==> src/rtl/weak_signal_agc_snr.sv <==
// Time-multiplexed weak-signal detector: per-channel windowed mean and mean
// absolute deviation, log2 SNR estimate, and threshold AGC with post-step settling.
module weak_signal_agc_snr #(
    parameter int NUM_CH = 2,
    parameter int MAG_WIDTH = 24,
    parameter int WIN_LOG2 = 8,
    parameter int GAIN_MAX = 15,
    parameter logic [MAG_WIDTH-1:0] LOW_TH = 24'h010000,
    parameter logic [MAG_WIDTH-1:0] HIGH_TH = 24'h700000,
    parameter int SETTLE_SAMPLES = 16,
    localparam int CW = (NUM_CH > 1) ? $clog2(NUM_CH) : 1
) (
    input  logic                   clk,
    input  logic                   rst,
    input  logic [MAG_WIDTH-1:0]   mag_in,
    input  logic [CW-1:0]          mag_ch,
    input  logic                   mag_locked,
    input  logic                   mag_valid,
    input  logic                   agc_enable,
    input  logic [3:0]             manual_gain,
    output logic [4*NUM_CH-1:0]    gain_out,
    output logic                   res_valid,
    output logic [CW-1:0]          res_ch,
    output logic [MAG_WIDTH-1:0]   res_mean,
    output logic [MAG_WIDTH-1:0]   res_noise,
    output logic [7:0]             res_snr,
    output logic                   res_locked,
    output logic                   err_ch
);

    localparam int SUM_W = MAG_WIDTH + WIN_LOG2;
    localparam int SET_W = $clog2(SETTLE_SAMPLES + 1);
    localparam int CNT_W = ((WIN_LOG2 > SET_W) ? WIN_LOG2 : SET_W) + 1;
    localparam logic [CNT_W-1:0] WIN_LAST = CNT_W'((1 << WIN_LOG2) - 1);
    localparam logic [CNT_W-1:0] SET_LAST = CNT_W'(SETTLE_SAMPLES - 1);
    localparam bit HAS_SETTLE = (SETTLE_SAMPLES > 0);

    typedef enum logic {ACCUM, SETTLE} ch_state_t;

    ch_state_t            state_q [NUM_CH];
    logic [CNT_W-1:0]     cnt_q   [NUM_CH];
    logic [SUM_W-1:0]     s_q     [NUM_CH];
    logic [SUM_W-1:0]     d_q     [NUM_CH];
    logic [MAG_WIDTH-1:0] r_q     [NUM_CH];
    logic                 lock_q  [NUM_CH];
    logic [3:0]           gain_q  [NUM_CH];
    logic                 agc_q;

    ch_state_t            cur_state;
    logic [CNT_W-1:0]     cur_cnt;
    logic [SUM_W-1:0]     cur_s, cur_d, new_s, new_d;
    logic [MAG_WIDTH-1:0] cur_r, diff, mean_w, noise_w, next_r;
    logic                 cur_lock, new_lock;
    logic [3:0]           cur_gain;
    logic                 in_range, hit, win_end, agc_run, gain_up, gain_dn;

    logic                 p1_valid, p1_lock;
    logic [CW-1:0]        p1_ch;
    logic [MAG_WIDTH-1:0] p1_mean, p1_noise;
    int                   snr_pm, snr_pn, snr_v;
    logic [7:0]           snr_calc;

    function automatic int msb_pos(input logic [MAG_WIDTH-1:0] x);
        msb_pos = 0;
        for (int i = 0; i < MAG_WIDTH; i++)
            if (x[i]) msb_pos = i;
    endfunction

    // Three bits directly below the leading one, zero-padded for small values.
    function automatic logic [2:0] frac_bits(input logic [MAG_WIDTH-1:0] x, input int p);
        logic [MAG_WIDTH+2:0] ext;
        ext = {x, 3'b000} >> p;
        frac_bits = ext[2:0];
    endfunction

    // NOTE: every variable gets a default before the mux loop so no latch is inferred.
    always_comb begin
        cur_state = ACCUM;
        cur_cnt   = '0;
        cur_s     = '0;
        cur_d     = '0;
        cur_r     = '0;
        cur_lock  = 1'b1;
        cur_gain  = '0;
        for (int k = 0; k < NUM_CH; k++) begin
            if (int'(mag_ch) == k) begin
                cur_state = state_q[k];
                cur_cnt   = cnt_q[k];
                cur_s     = s_q[k];
                cur_d     = d_q[k];
                cur_r     = r_q[k];
                cur_lock  = lock_q[k];
                cur_gain  = gain_q[k];
            end
        end

        in_range = (int'(mag_ch) < NUM_CH);
        hit      = mag_valid && in_range;
        diff     = (mag_in >= cur_r) ? (mag_in - cur_r) : (cur_r - mag_in);
        new_s    = cur_s + {{WIN_LOG2{1'b0}}, mag_in};
        new_d    = cur_d + {{WIN_LOG2{1'b0}}, diff};
        new_lock = cur_lock & mag_locked;
        win_end  = hit && (cur_state == ACCUM) && (cur_cnt == WIN_LAST);

        mean_w  = new_s[SUM_W-1:WIN_LOG2];
        noise_w = (new_d[SUM_W-1:WIN_LOG2] == '0) ? MAG_WIDTH'(1) : new_d[SUM_W-1:WIN_LOG2];

        // The cycle AGC is re-enabled belongs to the manual-gain reload, not a step.
        agc_run = agc_enable && agc_q;
        gain_up = agc_run && (mean_w < LOW_TH) && (int'(cur_gain) < GAIN_MAX);
        gain_dn = agc_run && !gain_up && (mean_w > HIGH_TH) && (cur_gain != 4'd0);

        if (gain_up)
            next_r = mean_w[MAG_WIDTH-1] ? '1 : {mean_w[MAG_WIDTH-2:0], 1'b0};
        else if (gain_dn)
            next_r = mean_w >> 1;
        else
            next_r = mean_w;
    end

    // NOTE: per-channel arrays are reset explicitly since their reset values are observable.
    always_ff @(posedge clk or posedge rst) begin
        if (rst) begin
            for (int k = 0; k < NUM_CH; k++) begin
                state_q[k] <= ACCUM;
                cnt_q[k]   <= '0;
                s_q[k]     <= '0;
                d_q[k]     <= '0;
                r_q[k]     <= '0;
                lock_q[k]  <= 1'b1;
                gain_q[k]  <= 4'd4;
            end
            agc_q  <= 1'b1;
            err_ch <= 1'b0;
        end else begin
            agc_q <= agc_enable;
            if (mag_valid && !in_range)
                err_ch <= 1'b1;
            for (int k = 0; k < NUM_CH; k++) begin
                if (!agc_enable || !agc_q)
                    gain_q[k] <= manual_gain;
                else if (hit && int'(mag_ch) == k && win_end && gain_up)
                    gain_q[k] <= gain_q[k] + 4'd1;
                else if (hit && int'(mag_ch) == k && win_end && gain_dn)
                    gain_q[k] <= gain_q[k] - 4'd1;

                if (state_q[k] == SETTLE && !agc_enable) begin
                    state_q[k] <= ACCUM;
                    cnt_q[k]   <= '0;
                end else if (hit && int'(mag_ch) == k) begin
                    if (state_q[k] == SETTLE) begin
                        if (cnt_q[k] == SET_LAST) begin
                            state_q[k] <= ACCUM;
                            cnt_q[k]   <= '0;
                        end else begin
                            cnt_q[k] <= cnt_q[k] + CNT_W'(1);
                        end
                    end else if (cnt_q[k] == WIN_LAST) begin
                        s_q[k]    <= '0;
                        d_q[k]    <= '0;
                        cnt_q[k]  <= '0;
                        lock_q[k] <= 1'b1;
                        r_q[k]    <= next_r;
                        if ((gain_up || gain_dn) && HAS_SETTLE)
                            state_q[k] <= SETTLE;
                    end else begin
                        s_q[k]    <= new_s;
                        d_q[k]    <= new_d;
                        lock_q[k] <= new_lock;
                        cnt_q[k]  <= cnt_q[k] + CNT_W'(1);
                    end
                end
            end
        end
    end

    always_comb begin
        gain_out = '0;
        for (int k = 0; k < NUM_CH; k++)
            gain_out[4*k +: 4] = gain_q[k];
    end

    // Stage 1: capture the closing window's statistics.
    always_ff @(posedge clk or posedge rst) begin
        if (rst) begin
            p1_valid <= 1'b0;
            p1_ch    <= '0;
            p1_mean  <= '0;
            p1_noise <= '0;
            p1_lock  <= 1'b0;
        end else begin
            p1_valid <= win_end;
            if (win_end) begin
                p1_ch    <= mag_ch;
                p1_mean  <= mean_w;
                p1_noise <= noise_w;
                p1_lock  <= new_lock;
            end
        end
    end

    always_comb begin
        snr_pm   = msb_pos(p1_mean);
        snr_pn   = msb_pos(p1_noise);
        snr_v    = 8 * (snr_pm - snr_pn) + int'(frac_bits(p1_mean, snr_pm))
                   - int'(frac_bits(p1_noise, snr_pn));
        snr_calc = '0;
        if (p1_mean != '0) begin
            if (snr_v > 255)
                snr_calc = 8'd255;
            else if (snr_v > 0)
                snr_calc = 8'(snr_v);
        end
    end

    // Stage 2: registered, held result outputs.
    always_ff @(posedge clk or posedge rst) begin
        if (rst) begin
            res_valid  <= 1'b0;
            res_ch     <= '0;
            res_mean   <= '0;
            res_noise  <= '0;
            res_snr    <= '0;
            res_locked <= 1'b0;
        end else begin
            res_valid <= p1_valid;
            if (p1_valid) begin
                res_ch     <= p1_ch;
                res_mean   <= p1_mean;
                res_noise  <= p1_noise;
                res_snr    <= snr_calc;
                res_locked <= p1_lock;
            end
        end
    end

endmodule

==> config.mk <==
export PLATFORM = sky130hd
export DESIGN_NAME = weak_signal_agc_snr
export DESIGN_NICKNAME = d
export VERILOG_FILES = /design/src/rtl/weak_signal_agc_snr.sv
export SDC_FILE = /design/constraint.sdc
export NUM_CORES = 1
export LEC_CHECK = 0
export ABC_CLOCK_PERIOD_IN_PS = 9900
export BUFFER_PORTS_ARGS = -buffer_cell sky130_fd_sc_hd__buf_2
export CAP_MARGIN = 0
export CORE_ASPECT_RATIO = 1.2
export CORE_MARGIN = 3
export CORE_UTILIZATION = 55
export CTS_CLUSTER_DIAMETER = 150
export DETAILED_ROUTE_END_ITERATION = 10
export HOLD_SLACK_MARGIN = 0.03
export PLACE_DENSITY = 0.73
export REMOVE_ABC_BUFFERS = 1
export SLEW_MARGIN = 25
export SYNTH_ARGS = -nofsm -noshare
export SYNTH_HDL_FRONTEND = slang
export SYNTH_SLANG_ARGS = --single-unit
==> constraint.sdc <==
create_clock -name clk -period 9.9 [get_ports clk]
set_clock_uncertainty 0.1 [all_clocks]
set_input_delay 0 -clock clk [delete_from_list [all_inputs] [get_ports clk]]
set_output_delay 0 -clock clk [all_outputs]
set_load 0.05 [all_outputs]
==> results of run 1 <==
[layer usage]
layer / GRT usage [%] / share of wire [%] / up-vias
li1: - / - / 8682
met1: 36.2 / 42 / 9054
met2: 50.2 / 49 / 609
met3: 3.31 / 5.0 / 137
met4: 11.6 / 4.0 / 0
met5: 0 / 0 / -
[area by class of cell]
cell class / instances / share of cell area (%)
multi-input cells: 1801 / 53.1
flip-flops and latches: 317 / 33.3
clock buffers: 49 / 4.50
repair buffers: 139 / 3.52
well taps: 520 / 2.73
inverters: 124 / 1.98
clock inverters: 17 / 0.902
[worst min-delay path by stage]
stage	from	endpoint	slack [ns]	cells after the start
6_report	rst	d_q[5]$_DFFE_PP0P_	0.04	3
5_1_grt	agc_enable	agc_q$_DFF_PP1_	0.09	2
4_1_cts	mag_in[7]	s_q[39]$_DFFE_PP0P_	0.05	4
3_5_place_dp	agc_enable	agc_q$_DFF_PP1_	0.08	1
3_3_place_gp	agc_enable	agc_q$_DFF_PP1_	0.08	1
2_1_floorplan	agc_enable	agc_q$_DFF_PP1_	-0.1	0
[cell usage in the layout, fill, tap and decap left out, types with 15 or more instances in the layout]
master | netlist | final
o21bai_1 | 26 | 26
nand2_1 | 271 | 271
o22ai_1 | 15 | 15
inv_1 | 123 | 122
a221oi_1 | 19 | 19
nor4_1 | 19 | 19
nor2b_1 | 22 | 22
nand4_1 | 26 | 26
buf_4 | 4 | 25
a211oi_1 | 21 | 21
a21o_1 | 62 | 62
o211ai_1 | 21 | 21
a31oi_1 | 18 | 18
a22o_1 | 64 | 64
ha_1 | 113 | 113
nor2_1 | 114 | 112
dfrtp_1 | 312 | 311
nand3_1 | 37 | 36
buf_2 | 13 | 99
nor3_1 | 27 | 27
xor2_1 | 31 | 31
mux2i_1 | 85 | 85
xnor2_1 | 58 | 58
nand2b_1 | 19 | 18
o31ai_1 | 25 | 24
o21ai_0 | 228 | 226
mux2_2 | 144 | 144
clkbuf_16 | 0 | 38
a21oi_1 | 163 | 163
[through the flow]
stage,cell area [sq um],utilization (%),setup slack [ns],power [mW],hold slack (ns)
5_1_grt,23900,62.3,1.78,6.09,0.0863
4_1_cts,23800,62.3,2.30,5.74,0.0453
3_3_place_gp,22400,58.6,2.00,4.21,0.0795
6_report,23900,62.3,2.29,5.75,0.0397
3_5_place_dp,22400,58.6,1.84,4.28,0.0841
2_1_floorplan,21000,-,1.04,3.51,-0.0955
[flip-flops by register name, indices dropped and copies added, names as in the netlist, 18 cells and up]
| register | count |
|---|---|
| s_q | 64 |
| d_q | 64 |
| res_mean | 24 |
| cnt_q | 18 |
| p1_noise | 24 |
| res_noise | 24 |
| r_q | 48 |
| p1_mean | 24 |
[where the power goes]
group / total (mW) / internal (mW) / switching (mW) / leakage, nW
sequential: 1.69 / 1.53 / 0.158 / 4.16
clock: 1.43 / 0.870 / 0.559 / 0.630
combinational: 2.63 / 0.976 / 1.65 / 6.66
total: 5.75 / 3.38 / 2.37 / 11.4
[worst max-delay path, stage by stage (launching register included)]
cell and delay, ns:
dfrtp_1 0.38, mux2i_1 0.19, inv_1 0.06, ha_1 0.51, nand4_1 0.26, or3_1 0.45, or3_1 0.39, or3_1 0.40
o211a_1 0.19, nand2_1 0.51, nor2_1 0.11, a31oi_1 0.28, o22ai_1 0.15, a221oi_1 0.34, xnor2_1 0.12, ha_1 0.40
a21o_1 0.19, a21o_1 0.17, a21oi_1 0.26, or3b_2 0.47, a21oi_1 0.12, nand4b_1 0.18, nand4_1 0.13, nor4_1 0.34
nand4_1 0.13, or4_1 0.42, o31ai_1 0.25
[cells by family (layout without fill, tap and decap cells)]
kind of cell               after synthesis  in the layout  share of synthesized area (%)
AOI/OAI and AO/OA                      751            751                           22.7
adders and majority gates              122            122                           7.40
buffers and inverters                  247            329                           4.52
muxes                                  229            229                           11.5
and+or+nand+nor                        607            607                           13.1
other                                    1              1                         0.0174
DFF                                    317            317                           36.9
xor gates and xnor gates                91             91                           3.82
==> qor.yml, run 1 <==
yosys_warnings: 0
max_freq_ghz: 0.131
fin_cells: 2967
r2r_start: "r_q[18]$_DFFE_PP0P_"
rows: 78
synth_flop_cell: "dfrtp_1"
cts_sinks: 317
dp_hpwl_um: 43800
synth_edf_count: 0
grt_use_total_pct: 28.7
first_global_vias: 18400
crit_path_start_kind: "flip-flop"
worstPathMaxFanout: 16
reg2reg_to: "p1_noise[0]$_DFFE_PP0P_"
setup.worst_path.end_class: "flip-flop"
min_path_type: "input pin to asynchronous set/reset pin"
yosysSeqAreaShare_pct: 36.9
seqCellArea_sq_um: 7940
startpoint: "r_q[18]$_DFFE_PP0P_"
routed_via_density: 6.23
gp_congestion: 0.953
slew_violations: 0
syn_avg_cell_area_sq_um: 9.10
io_buffers: 100
reg2reg_slack_ns: 2.29
cts_buffers: 36
clkTransAtPathRegs_ns: 0.06
synth_cell_types: 88
layout-drive-gt1-share_pct: 15.4
cts_setup_buffers: 0
slew-limit-headroom_pct: 34.5
finalSetupViolations: 0
antenna_found_initial: 0
arrival_ns: 7.94
multi_input_area_sq_um: 12700
wl_um: 60600
synthArstFlopShare_pct: 100
initial_utilization_pct: 56.3
grt_max_degree: 119
cts_hold_buf: 13
coreArea_sq_um: 38300
insertion_delay_ns: 0.55
synth_top_area_share_pct: 36.3
dieArea_sq_um: 41600
fin_crit_ns: 7.61
syn_to_final_growth_pct: 10.8
crit_end: "p1_noise[0]$_DFFE_PP0P_"
synth_area_leaders: "dfrtp_1 (36%), mux2_2 (7.5%), ha_1 (6.6%)"
setup_tns_ns: 0
pin_count: 102
htreeDepth: 2
cts_tree: "built"
wl_per_cell_um: 20.4
cap_violations: 0
final_hold_viol_count: 0
synth-seq-cells: 317
worst_slew_pin_slew_ns: 0.982
cts_resized: 0
dp_cells: 2887
ant_nets: 0
reg2regPathDepth: 26
first_pass_iters: 5
peakVddDrop_mv: 0.163
nNetsFinal: 2575
num_vias: 18500
yosysMostFrequentCell: "dfrtp_1"
powerDensity_nw_per_um2: 241
critPathRequiredTime_ns: 10.23
n_fill_cell: 3219
power_leakage_nw: 11.4
drc: 0
status: "finished, final reports clean"
drt_iter0_markers: 1375
grt_pass1_wl_um: 97900
yosysTopAreaCell: "dfrtp_1"
syn-cell-area_sq_um: 21500
die_w_um: 187
clockBufferDepth: 3
path_class: "flip-flop to flip-flop"
rsz0062_at_grt: "false"
die_h_um: 223
antenna_cells: 0
netlist_instances: 2365
grt_overflow: 0
synth.top_cells.by_count: "dfrtp_1 (312), nand2_1 (271), o21ai_0 (228)"
cts_root_buf: "clkbuf_16"
fin_crit_sh_pct: 76.9
Power figures use the tool's default switching activity.
==> inputs of run 2 (changes only) <==
Settings changed: ABC_AREA set to 1, ABC_CLOCK_PERIOD_IN_PS 9900 to 6200, PLACE_DENSITY 0.73 to 0.75.
Clock period 9.9 ns to 6.2 ns, I/O delays scaled along.
==> qor.yml, run 2 <==
status: "finished, final reports clean"  # unchanged
use_met3_pct: 5.20  # was 3.31%
met2_usage_pct: 53.0  # was 50.2%
antenna_found_initial: 0  # unchanged
synth_cell_types: 70  # was 88
peakVddDrop_mv: 0.334  # was 0.163 mV
fin_crit_sh_pct: 93.1  # was 76.9%
power_leakage_nw: 12.3  # was 11.4 nW
final_cell_mix: "nand2_1 (739), inv_1 (381), dfrtp_1 (311), o21ai_0 (303), a21oi_1 (194)"  # was dfrtp_1 (311), nand2_1 (271), o21ai_0 (226), a21oi_1 (163), mux2_2 (144)
top_usage_layer: "met2"  # unchanged
slew_violations: 0  # unchanged
drt_iter0_markers: 1718  # was 1,375
insertion_delay_ns: 0.56  # was 0.55 ns
io_buffers: 100  # unchanged
syn_avg_cell_area_sq_um: 7.22  # was 9.10 sq um
seq_power_share_pct: 29.3  # was 29.4%
wl_per_cell_um: 17.9  # was 20.4 um
cts_buffers: 35  # was 36
syn_to_final_growth_pct: 12.0  # was 10.8%
rows: 78  # unchanged
synth_top_area_share_pct: 36.6  # was 36.3%
yosysTopAreaCell: "dfrtp_1"  # unchanged
synth-seq-cells: 317  # unchanged
syn-cell-area_sq_um: 21300  # was 21,500 sq um
netlist_instances: 2955  # was 2,365
finalSetupViolations: 0  # unchanged
htreeDepth: 2  # unchanged
cts_root_buf: "clkbuf_16"  # unchanged
coreArea_sq_um: 38100  # was 38,300 sq um
final_hold_viol_count: 0  # unchanged
clock_power_share_pct: 23.6  # was 24.9%
routed_via_density: 5.78  # was 6.23
nNetsFinal: 3211  # was 2,575
rsz0062_at_grt: "true"  # was false
antenna_cells: 0  # unchanged
initial_utilization_pct: 56.1  # was 56.3%
setup.worst_path.end_class: "flip-flop"  # unchanged
first_pass_iters: 6  # was 5
critPathRequiredTime_ns: 6.56  # was 10.23 ns
synth_edf_count: 0  # unchanged
grt_pass1_wl_um: 103000  # was 97,900 um
yosysSeqAreaShare_pct: 37.2  # was 36.9%
arrival_ns: 6.14  # was 7.94 ns
layout-drive-gt1-share_pct: 10.4  # was 15.4%
min_path_type: "input pin to asynchronous set/reset pin"  # unchanged
cpPeakStageDelay_ns: 0.37  # was 0.51 ns
wl_um: 63800  # was 60,600 um
die_h_um: 222  # was 223 um
critPathMostFrequentCell: "nand2_1"
pin_count: 102  # unchanged
clkTransAtPathRegs_ns: 0.06  # about the same
max_freq_ghz: 0.173  # was 0.131 GHz
grt_max_degree: 146  # was 119
slew-limit-headroom_pct: 37.3  # was 34.5%
pwr-share-comb_pct: 47.1  # was 45.7%
drc: 0  # unchanged
worst_slew_pin_slew_ns: 0.934  # was 0.982 ns
clockBufferDepth: 3  # unchanged
ant_nets: 0  # unchanged
power_mw: 9.53  # was 5.75 mW
synth_area_leaders: "dfrtp_1 (37%), nand2_1 (13%), o21ai_0 (7.3%)"  # was dfrtp_1 (36%), mux2_2 (7.5%), ha_1 (6.6%)
grt_overflow: 0  # unchanged
cap_violations: 0  # unchanged
yosysMostFrequentCell: "nand2_1"  # was dfrtp_1
crit_path_start_kind: "flip-flop"  # unchanged
first_global_vias: 20200  # was 18,400
slowest_stage: "dfrtp_1"  # was ha_1
grtUsageMet1_pct: 37.9  # was 36.2%
cts_sinks: 317  # unchanged
top_regs: "d_q (64), s_q (64), r_q (48)"  # unchanged
synth.top_cells.by_count: "nand2_1 (740), inv_1 (382), dfrtp_1 (312)"  # was dfrtp_1 (312), nand2_1 (271), o21ai_0 (228)
gp_congestion: 0.956  # was 0.953
num_vias: 20600  # was 18,500
dieArea_sq_um: 41200  # was 41,600 sq um
p_sw_share_pct: 43.9  # was 41.2%
yosys_warnings: 0  # unchanged
cts_tree: "built"  # unchanged
dp_hpwl_um: 47200  # was 43,800 um
hold_ws_ns: 0.0471  # was 0.0397 ns
fin_crit_ns: 5.77  # was 7.61 ns
grt_use_total_pct: 30.8  # was 28.7%
layout_commonest_cell: "nand2_1"  # was dfrtp_1
synthArstFlopShare_pct: 100  # unchanged
power.switching_mw: 4.19  # was 2.37 mW
synth_flop_cell: "dfrtp_1"  # unchanged
powerDensity_nw_per_um2: 399  # was 241 nW/um^2
cellInternalPower_mw: 5.35  # was 3.38 mW
path_class: "flip-flop to flip-flop"  # unchanged
worstPathMaxFanout: 27  # was 16
die_w_um: 186  # was 187 um
run 2: cell types whose count changed after synthesis, moves of 81 or more:
cell	change
nor2_1	+81
nand3_1	+120
o21ai_0	+82
nand2_1	+469
inv_1	+259
mux2_2	-143
run 2: final timing paths:
kind,slack [ns],depth (start not counted),from,endpoint
max in group asynchronous,4.64,4,rst,cnt_q[6]$_DFFE_PP0P_
min in group clk,0.11,5,mag_in[22],p1_mean[14]$_DFFE_PP0P_
worst max register to register,0.43,30,r_q[21]$_DFFE_PP0P_,p1_noise[0]$_DFFE_PP0P_
worst min register to register,0.38,2,r_q[4]$_DFFE_PP0P_,r_q[4]$_DFFE_PP0P_
worst min-delay path,0.05,3,rst,res_noise[4]$_DFFE_PP0P_
worst max-delay path,0.43,30,r_q[21]$_DFFE_PP0P_,p1_noise[0]$_DFFE_PP0P_
run 2: power groups by stage:
stage / combinational (mW) / sequential [mW] / clock (mW)
2_1_floorplan: 3.02 / 2.90 / 0
3_3_place_gp: 4.29 / 2.81 / 0
3_5_place_dp: 4.37 / 2.83 / 0
4_1_cts: 4.40 / 2.79 / 2.29
5_1_grt: 4.98 / 2.85 / 2.38
6_report: 4.49 / 2.80 / 2.25
run 2: repair_timing:
item | CTS | global route
hold endpoints to repair | 142 | 0
setup endpoints to repair | 0 | 19
gates resized for setup | 0 | 19
hold buffers | 18 | 0
setup buffers | 0 | 0
run 2: worst max-delay path, delay by kind of cell, from the launching register on:
kind / cells / cell delay (ns)
and+or+nand+nor: 13 / 1.89
AOI/OAI and AO/OA: 8 / 1.74
adders and majority gates: 2 / 0.71
buffers and inverters: 5 / 0.49
DFF: 1 / 0.37
xor gates and xnor gates: 2 / 0.37
run 2: cells by family after synthesis:
group	count (synthesis)	share of synthesized area (%)
buffers and inverters	510	9.24
other	1	0.0176
AND/OR/NAND/NOR	1207	23.8
AO/OA/AOI/OAI	705	18.2
XOR/XNOR	87	3.76
adder cells (fa/ha/maj)	122	7.47
flip-flops	317	37.2
multiplexers	6	0.287
run 2: cell type report:
type	count	area, sq um
fillers	3508	14200
clock buffers	45	985
flip-flops and latches	317	7940
clock inverters	19	256
repair buffers	164	1070
multi-input cells	2128	11500
inverters	409	1540
well taps	480	601
run 2: layer usage:
layer  vias to the layer above  wire, um
li1                       9897         -
met1                      9713     25300
met2                       803     31300
met3                       186      4080
met4                         0      3070
met5                         -         0
run 2: metrics by stage:
stage	utilization [%]	instances	cell area, sq um	setup TNS (ns)	setup slack (ns)
3_5_place_dp	58.9	3480	22400	0	0.227
5_1_grt	62.8	3562	23900	-0.0505	-0.0505
3_3_place_gp	58.9	3480	22400	0	0.361
2_1_floorplan	-	2854	20900	-831.59	-2.66
4_1_cts	62.7	3562	23800	0	0.224
6_report	62.8	3562	23900	0	0.426
==> inputs of run 3 (changes only) <==
Settings changed: BUFFER_PORTS_ARGS -buffer_cell sky130_fd_sc_hd__buf_2 to -buffer_cell sky130_fd_sc_hd__buf_4.
==> qor.yml, run 3 (synthesized netlist as in run 2, its figures left out) <==
fin_crit_ns: 5.92  # was 5.77 ns
dp_hpwl_um: 47100  # was 47,200 um
reg2reg_slack_ns: 0.28  # was 0.43 ns
worst_slew_pin_slew_ns: 0.965  # was 0.934 ns
final_hold_viol_count: 0  # unchanged
cap_violations: 0  # unchanged
wl_per_cell_um: 18.0  # was 17.9 um
max_freq_ghz: 0.169  # was 0.173 GHz
num_vias: 20600  # about the same
cpPeakStageDelay_ns: 0.40  # was 0.37 ns
insertion_delay_ns: 0.56  # about the same
fin_cells: 3560  # was 3,562
clockBufferDepth: 3  # unchanged
layout_commonest_cell: "nand2_1"  # unchanged
startpoint: "r_q[14]$_DFFE_PP0P_"  # was r_q[21]$_DFFE_PP0P_
powerDensity_nw_per_um2: 400  # was 399 nW/um^2
power_mw: 9.67  # was 9.53 mW
finalSetupViolations: 0  # unchanged
layout-drive-gt1-share_pct: 10.4  # about the same
slew_violations: 0  # unchanged
coreArea_sq_um: 38100  # unchanged
rows: 78  # unchanged
pin_count: 102  # unchanged
slew-limit-headroom_pct: 35.6  # was 37.3%
setup.worst_path.end_class: "flip-flop"  # unchanged
slowest_stage: "ha_1"  # was dfrtp_1
dieArea_sq_um: 41200  # unchanged
drt_iter0_markers: 1924  # was 1,718
first_pass_iters: 6  # unchanged
cts_sinks: 317  # unchanged
path_class: "flip-flop to flip-flop"  # unchanged
cts_root_buf: "clkbuf_16"  # unchanged
cts_tree: "built"  # unchanged
gp_congestion: 1.00  # was 0.956
htreeDepth: 2  # unchanged
dp_cells: 3477  # was 3,480
power_leakage_nw: 12.3  # about the same
grt_max_degree: 154  # was 146
worstPathMaxFanout: 10  # was 27
grt_use_total_pct: 30.6  # was 30.8%
antenna_found_initial: 0  # unchanged
status: "finished, final reports clean"  # unchanged
wl_um: 64000  # was 63,800 um
r2r_start: "r_q[14]$_DFFE_PP0P_"  # was r_q[21]$_DFFE_PP0P_
syn_to_final_growth_pct: 13.2  # was 12.0%
reg2reg_to: "p1_noise[0]$_DFFE_PP0P_"  # unchanged
cp.depth: 30  # unchanged
routed_via_density: 5.79  # was 5.78
cts_buffers: 35  # unchanged
crit_path_start_kind: "flip-flop"  # unchanged
reg2regPathDepth: 30  # unchanged
peakVddDrop_mv: 0.337  # was 0.334 mV
ant_nets: 0  # unchanged
grt_overflow: 0  # unchanged
n_fill_cell: 3409  # was 3,508
antenna_cells: 0  # unchanged
die_h_um: 222  # unchanged
arrival_ns: 6.29  # was 6.14 ns
nNetsFinal: 3209  # was 3,211
die_w_um: 186  # unchanged
final_cell_mix: "nand2_1 (740), inv_1 (381), dfrtp_1 (311), o21ai_0 (309)"  # was nand2_1 (739), inv_1 (381), dfrtp_1 (311), o21ai_0 (303), a21oi_1 (194)
critPathRequiredTime_ns: 6.58  # was 6.56 ns
drc: 0  # unchanged
critPathMostFrequentCell: "nand2_1"  # unchanged
io_buffers: 100  # unchanged
fin_crit_sh_pct: 95.4  # was 93.1%
crit_end: "p1_noise[0]$_DFFE_PP0P_"  # unchanged
min_path_type: "input pin to asynchronous set/reset pin"  # unchanged
grt_pass1_wl_um: 102000  # was 103,000 um
top_regs: "d_q (64), s_q (64), r_q (48)"  # unchanged
first_global_vias: 20100  # was 20,200
initial_utilization_pct: 56.1  # unchanged
clkTransAtPathRegs_ns: 0.06  # about the same
rsz0062_at_grt: "true"  # unchanged
cp_num_buf_inv: 6  # was 5
cp_top_family: "simple AND/OR/NAND/NOR gates"  # unchanged
==> run 3: worst min path at each step <==
| stage | start | endpoint | depth (start not counted) |
|---|---|---|---|
| 6_report | rst | res_noise[3]$_DFFE_PP0P_ | 3 |
| 3_5_place_dp | agc_enable | agc_q$_DFF_PP1_ | 1 |
| 5_1_grt | rst | res_noise[4]$_DFFE_PP0P_ | 3 |
| 3_3_place_gp | agc_enable | agc_q$_DFF_PP1_ | 1 |
| 4_1_cts | mag_in[22] | p1_mean[14]$_DFFE_PP0P_ | 5 |
| 2_1_floorplan | agc_enable | agc_q$_DFF_PP1_ | 0 |
==> run 3: worst register-to-register path: cells and delay by family (launching register included) <==
| family | cells | cell delay [ns] |
|---|---|---|
| simple gates | 13 | 2.30 |
| compound gates | 7 | 1.09 |
| fa+ha+maj | 2 | 0.75 |
| buf+inv | 6 | 0.74 |
| xor+xnor | 2 | 0.48 |
| flops | 1 | 0.38 |
==> run 3: where the power goes <==
group | internal (mW) | total, mW | switching [mW]
registers | 2.56 | 2.81 | 0.250
logic | 1.48 | 4.54 | 3.06
clock network | 1.42 | 2.32 | 0.900
total | 5.46 | 9.67 | 4.21
==> run 3: layout make-up <==
type,count,area (sq um),area share [%]
multi-input cells,2128,11500,47.7
well taps,480,601,2.48
clock buffers,50,1030,4.28
inverters,409,1540,6.38
clock inverters,14,244,1.01
repair buffers,162,1290,5.32
flip-flops and latches,317,7940,32.9
==> run 3: layer usage <==
metal	part of all wire [%]	global-route usage, %	routed length [um]
met5	0	0	0
met4	4.4	12.8	2810
met3	6.3	3.86	4010
met2	49	53.0	31700
met1	40	38.4	25500
==> run 3: per-stage QoR <==
| stage | cell area [sq um] | setup TNS (ns) | setup slack (ns) | hold WS [ns] | utilization [%] |
|---|---|---|---|---|---|
| 2_1_floorplan | 20900 | -831.59 | -2.66 | -0.0955 | - |
| 3_3_place_gp | 22600 | 0 | 0.332 | 0.0468 | 59.5 |
| 3_5_place_dp | 22600 | 0 | 0.229 | 0.0460 | 59.5 |
| 4_1_cts | 24100 | 0 | 0.195 | 0.0482 | 63.3 |
| 5_1_grt | 24200 | -0.186 | -0.134 | 0.114 | 63.5 |
| 6_report | 24200 | 0 | 0.284 | 0.0373 | 63.5 |
==> run 3: what timing repair did <==
| action | in CTS | in global routing |
|---|---|---|
| endpoints found under the setup margin | 0 | 29 |
| hold buffers | 18 | 0 |
| endpoints found under the hold margin | 150 | 0 |
| buffers inserted | 0 | 1 |
| resized for setup | 0 | 15 |
